==> src/rtl/instruction_fetch_controller.sv <==
// rtl/instruction_fetch_controller.sv - single-port instruction memory owner: program loader, then sequential fetch
//
// Purpose:
//   Arbitrates the one port of the instruction memory. Out of reset the port
//   belongs to a program loader (writes). After ld_done the block streams
//   sequential fetches to the decode stage. It hides the memory's one-cycle
//   synchronous read latency, and it supports stall and zero-bubble redirect.
//   It halts when a fetch would leave the populated address range.
//
// Ports:
//   clk, rst_n                     clock, synchronous active-low reset
//   ld_valid/ld_ready/ld_addr/
//   ld_data/ld_done                loader write channel and end-of-load pulse
//   reload                         return to LOAD from RUN or HALT
//   stall                          decode cannot accept; hold presented instruction
//   redirect_valid/redirect_pc     taken branch/jump target
//   fetch_valid/fetch_pc/
//   fetch_inst                     instruction presented to decode
//   mem_a/mem_we/mem_wd/mem_rd     instruction memory port (mem_rd lags mem_a by one cycle)
//   halted                         controller is in HALT
//   oob_err                        sticky out-of-range indication, cleared only by reset

module instruction_fetch_controller #(
  parameter int ADDR_W   = 16,
  parameter int DATA_W   = 32,
  parameter int MEM_SIZE = 1660,
  parameter int RESET_PC = 0
) (
  input  logic              clk,
  input  logic              rst_n,
  input  logic              ld_valid,
  output logic              ld_ready,
  input  logic [ADDR_W-1:0] ld_addr,
  input  logic [DATA_W-1:0] ld_data,
  input  logic              ld_done,
  input  logic              reload,
  input  logic              stall,
  input  logic              redirect_valid,
  input  logic [ADDR_W-1:0] redirect_pc,
  output logic              fetch_valid,
  output logic [ADDR_W-1:0] fetch_pc,
  output logic [DATA_W-1:0] fetch_inst,
  output logic [ADDR_W-1:0] mem_a,
  output logic              mem_we,
  output logic [DATA_W-1:0] mem_wd,
  input  logic [DATA_W-1:0] mem_rd,
  output logic              halted,
  output logic              oob_err
);

  typedef enum logic [1:0] {
    ST_LOAD = 2'd0,
    ST_RUN  = 2'd1,
    ST_HALT = 2'd2
  } state_t;

  // Range limit is kept one bit wider than an address so that a MEM_SIZE of
  // 2**ADDR_W and the pc_q+1 overrun are both representable.
  localparam logic [ADDR_W:0]   MEM_LIMIT = (ADDR_W+1)'(MEM_SIZE);
  localparam logic [ADDR_W-1:0] START_PC  = ADDR_W'(RESET_PC);

  state_t            state_q, state_d;
  logic [ADDR_W-1:0] pc_q, pc_d;
  logic              valid_q, valid_d;
  logic              oob_q, oob_d;

  logic [ADDR_W:0]   seq_pc;
  logic              ld_in_range;
  logic              redir_in_range;
  logic [ADDR_W-1:0] na;
  logic              na_oob;

  assign seq_pc         = {1'b0, pc_q} + (ADDR_W+1)'(1);
  assign ld_in_range    = ({1'b0, ld_addr} < MEM_LIMIT);
  assign redir_in_range = ({1'b0, redirect_pc} < MEM_LIMIT);

  // Next issue address. pc_q always names the address whose data arrives on
  // mem_rd this cycle, so the presented instruction is a pure pass-through.
  // A stall re-reads pc_q so mem_rd keeps showing the held instruction.
  always_comb begin
    na     = pc_q;
    na_oob = 1'b0;
    if (redirect_valid) begin
      na     = redirect_pc;
      na_oob = !redir_in_range;
    end else if (!valid_q) begin
      na     = START_PC;
    end else if (stall) begin
      na     = pc_q;
    end else begin
      na     = seq_pc[ADDR_W-1:0];
      na_oob = (seq_pc >= MEM_LIMIT);
    end
  end

  always_ff @(posedge clk) begin
    if (!rst_n) begin
      state_q <= ST_LOAD;
      pc_q    <= '0;
      valid_q <= 1'b0;
      oob_q   <= 1'b0;
    end else begin
      state_q <= state_d;
      pc_q    <= pc_d;
      valid_q <= valid_d;
      oob_q   <= oob_d;
    end
  end

  always_comb begin
    state_d     = state_q;
    pc_d        = pc_q;
    valid_d     = valid_q;
    oob_d       = oob_q;
    ld_ready    = 1'b0;
    mem_we      = 1'b0;
    mem_a       = '0;
    mem_wd      = ld_data;
    fetch_valid = 1'b0;

    case (state_q)
      ST_LOAD: begin
        ld_ready = 1'b1;
        if (ld_valid) begin
          mem_a = ld_addr;
          // Out-of-range writes are still accepted so the loader never
          // deadlocks, but they never reach the memory.
          if (ld_in_range) begin
            mem_we = 1'b1;
          end else begin
            oob_d = 1'b1;
          end
        end
        // A write presented with ld_done lands on the same edge.
        if (ld_done) begin
          state_d = ST_RUN;
          valid_d = 1'b0;
        end
      end

      ST_RUN: begin
        fetch_valid = valid_q;
        if (reload) begin
          state_d = ST_LOAD;
          valid_d = 1'b0;
          mem_a   = pc_q;
        end else if (na_oob) begin
          // No fetch is issued for an illegal address; the instruction
          // presented this cycle is the last one decode sees.
          state_d = ST_HALT;
          valid_d = 1'b0;
          oob_d   = 1'b1;
          mem_a   = pc_q;
        end else begin
          mem_a   = na;
          pc_d    = na;
          valid_d = 1'b1;
        end
      end

      ST_HALT: begin
        mem_a = pc_q;
        if (reload) begin
          state_d = ST_LOAD;
          valid_d = 1'b0;
        end
      end

      default: begin
        state_d = ST_LOAD;
        valid_d = 1'b0;
      end
    endcase

    // Port is quiet while reset is held, whatever the current state.
    if (!rst_n) begin
      ld_ready    = 1'b0;
      mem_we      = 1'b0;
      mem_a       = '0;
      fetch_valid = 1'b0;
    end
  end

  assign fetch_pc   = pc_q;
  assign fetch_inst = mem_rd;
  assign halted     = (state_q == ST_HALT);
  assign oob_err    = oob_q;

endmodule
==> config.mk <==
export PLATFORM = sky130hd
export DESIGN_NAME = instruction_fetch_controller
export DESIGN_NICKNAME = d
export VERILOG_FILES = /design/src/rtl/instruction_fetch_controller.sv
export SDC_FILE = /design/constraint.sdc
export NUM_CORES = 1
export LEC_CHECK = 0
export ABC_AREA = 1
export CORE_MARGIN = 5
export CORE_UTILIZATION = 35
export CTS_CLUSTER_DIAMETER = 50
export DETAILED_ROUTE_END_ITERATION = 10
export GPL_ROUTABILITY_DRIVEN = 0
export GPL_TIMING_DRIVEN = 0
export PLACE_DENSITY = 0.86
export SYNTH_ARGS = -nofsm -noshare
export SYNTH_HDL_FRONTEND = slang
export SYNTH_SLANG_ARGS = --single-unit
==> constraint.sdc <==
create_clock -name clk -period 2.8 [get_ports clk]
set_input_delay 0.56 -clock clk [delete_from_list [all_inputs] [get_ports clk]]
set_output_delay 0.56 -clock clk [all_outputs]
set_load 0.03 [all_outputs]
==> results.yml <==
cts:
  htree_levels: 1
  clk_pin_slew_ns: 0.09
  numCtsBuffers: 3
  cts_buffer_depth: 2
  postCtsHoldBufs: 0
  clk_latency_ns: 0.28
  cts_sinks: 20
  cts_tree: "done"
  clockRootBuffer: "clkbuf_8"
global_routing:
  grt-ovfl-total: 0
  track_usage_pct: 22.3
  grt_pass1_vias: 3884
  grt_max_degree: 12
  grt_pass1_wl_um: 18400
  antenna_found_initial: 0
timing:
  setup_viol: 16
  fin_ws_ns: -0.475
  fin_tns_setup_ns: -6.38
  slew_violations: 0
  finalHoldViolCount: 0
  tightest_slew_ns: 0.783
  whs_ns: 0.503
  period_minus_slack_ns: 3.27
  fin_crit_sh_pct: 117
  fin_skew_ns: 0.00839
  slew_headroom_pct: 47.8
  fmax_mhz: 305
  rsz0062_at_grt: "yes"
synthesis:
  synth_top_family_by_area: "simple AND/OR/NAND/NOR gates"
  syn_inst: 460
  synth-simple-area-share_pct: 37.2
  ys_seq_area_share_pct: 14.5
  synth_area_per_cell_um2: 6.01
  synth_cell_types: 32
  synthAdderAreaFrac_pct: 0.905
  synth_compound_area_share_pct: 19.2
  yosysWarnings: 0
  post_synth_xor_area_fraction_pct: 0.317
  async_flop_share_pct: 0
  synth_edf_count: 0
  synth_seq_cells: 20
  synth_nets: 565
  yosys_most_used_dff: "dfxtp_1"
  synth_area_um2: 2770
  synthMuxAreaShare_pct: 0
setup_path:
  worstPathRequired_ns: 2.24
  worstPathArrival_ns: 2.71
  startpoint_type: "flip-flop"
  critPathKind: "flip-flop to output pin"
  cp-end-kind: "output pin"
  crit_fanout: 4
die:
  fp.dieH_um: 98.9
  coreArea_um2: 7730
  die_x_um: 98.9
  initial_core_util_pct: 35.8
  die_area_um2: 9780
  io_pins: 204
  rows: 32
routing:
  drt_iter0_markers: 806
  viasPerCell: 5.80
  vias: 4293
  wl_um: 13600
  drc: 0
  first_pass_iters: 8
  drt-wirelength-per-cell_um: 18.4
  final_antenna_net_count: 0
final_layout:
  antennaDiodeCount: 0
  most-common-layout-cells: "clkdlybuf4s50_1, buf_4, nand2_1"
  syn_to_final_growth_pct: 84.4
  final_util_pct: 66.0
  postLayoutCellArea_um2: 5100
  finalNetCount: 744
  final_common_cell: "clkdlybuf4s50_1"
  drive_gt1_share_pct: 35.0
  final_cells: 740
placed_design:
  dp_slack_ns: -1.33
  port_buffers: 137
  hpwlAfterDp_um: 8810
  place_inst: 699
  dpl-instance-area_um2: 4400
hold_path:
  hp-class: "flip-flop to flip-flop"
job:
  cap_viol_max_count: 0
outcome:
  violations: "negative setup slack"
  status: "finished, violations left"
power:
  power_density_nw_per_um2: 291
  ir_drop_mv: 0.318
  power_mw: 1.48
  leakagePower_nw: 2.07
[critical path, stage by stage (launching register included)]
cell and delay [ns]:
dfxtp_4 0.38, inv_1 0.22, nor2_4 0.10, buf_4 0.15
nand2_1 0.07, nand2_1 0.07, nor2_1 0.11, nand3_1 0.09
nand2_1 0.07, nand3_1 0.07, nand2_2 0.10, nand2_4 0.08
buf_4 0.16, buf_4 0.14, nand4_1 0.11, nand3_2 0.14
a21oi_2 0.21, buf_6 0.16
[state kept, by name, summed over array words and instances, names as in the netlist]
name,cells
fetch_pc,16
state_q,2
oob_err,1
valid_q,1
[report_power, final]
group	switching, mW	internal [mW]
sequential	0.0353	0.303
combinational	0.520	0.381
clock	0.116	0.126
[what timing repair did]
item                                    in CTS  in global routing
buffers inserted                            30                  7
cloned                                       1                  0
hold endpoints to repair                     0                  0
pin swaps                                   17                 27
gates resized for setup                    172                 49
endpoints found under the setup margin      28                 17
[metal layers]
metal / GRT usage [%] / up-vias / routed length [um] / share of wire [%]
met1: 26.0 / 1869 / 4430 / 32
met4: 10.1 / 0 / 923 / 6.8
met2: 38.5 / 476 / 6220 / 46
li1: - / 1828 / - / -
met3: 5.31 / 120 / 2080 / 15
met5: 0 / - / 0 / 0
[cell type report]
type                       count  area, um2
multi-input combinational    302       2010
fill                         555       2630
tap                          102        128
buffer                        82        571
sequential                    20        429
timing repair buffer         175       1690
clock buffer                   4       55.1
inverter                      55        208
[synthesized netlist by cell type, types with 2 or more instances]
library cell | n | area (um2)
a21oi_1 | 49 | 245
a22oi_1 | 13 | 97.6
buf_4 | 65 | 488
clkbuf_1 | 15 | 56.3
clkinv_1 | 2 | 7.51
dfxtp_1 | 20 | 400
ha_1 | 2 | 25.0
inv_1 | 52 | 195
nand2_1 | 79 | 297
nand2_2 | 12 | 75.1
nand3_1 | 42 | 210
nand3_2 | 12 | 120
nand4_1 | 21 | 131
nor2_1 | 27 | 101
nor2_2 | 5 | 31.3
nor2_4 | 2 | 22.5
o21ai_0 | 21 | 105
o21ai_1 | 2 | 10.0
o22ai_1 | 6 | 37.5
[path summary, 6_finish.rpt]
| check | slack, ns | cells past startpoint | start | end |
|---|---|---|---|---|
| worst max-delay path | -0.47 | 17 | fetch_pc[0] | mem_a[3] |
| worst min-delay path | 0.50 | 2 | oob_err | oob_err |
| worst max register to register | 0.34 | 17 | fetch_pc[0] | fetch_pc[14] |
| worst min register to register | 0.50 | 2 | oob_err | oob_err |
[cells by family after synthesis]
kind of cell               after synthesis
and+or+nand+nor                        204
adders and majority gates                2
xor gates and xnor gates                 1
DFF                                     20
AOI/OAI and AO/OA                       95
buffers and inverters                  138
Power figures use the tool's default switching activity.
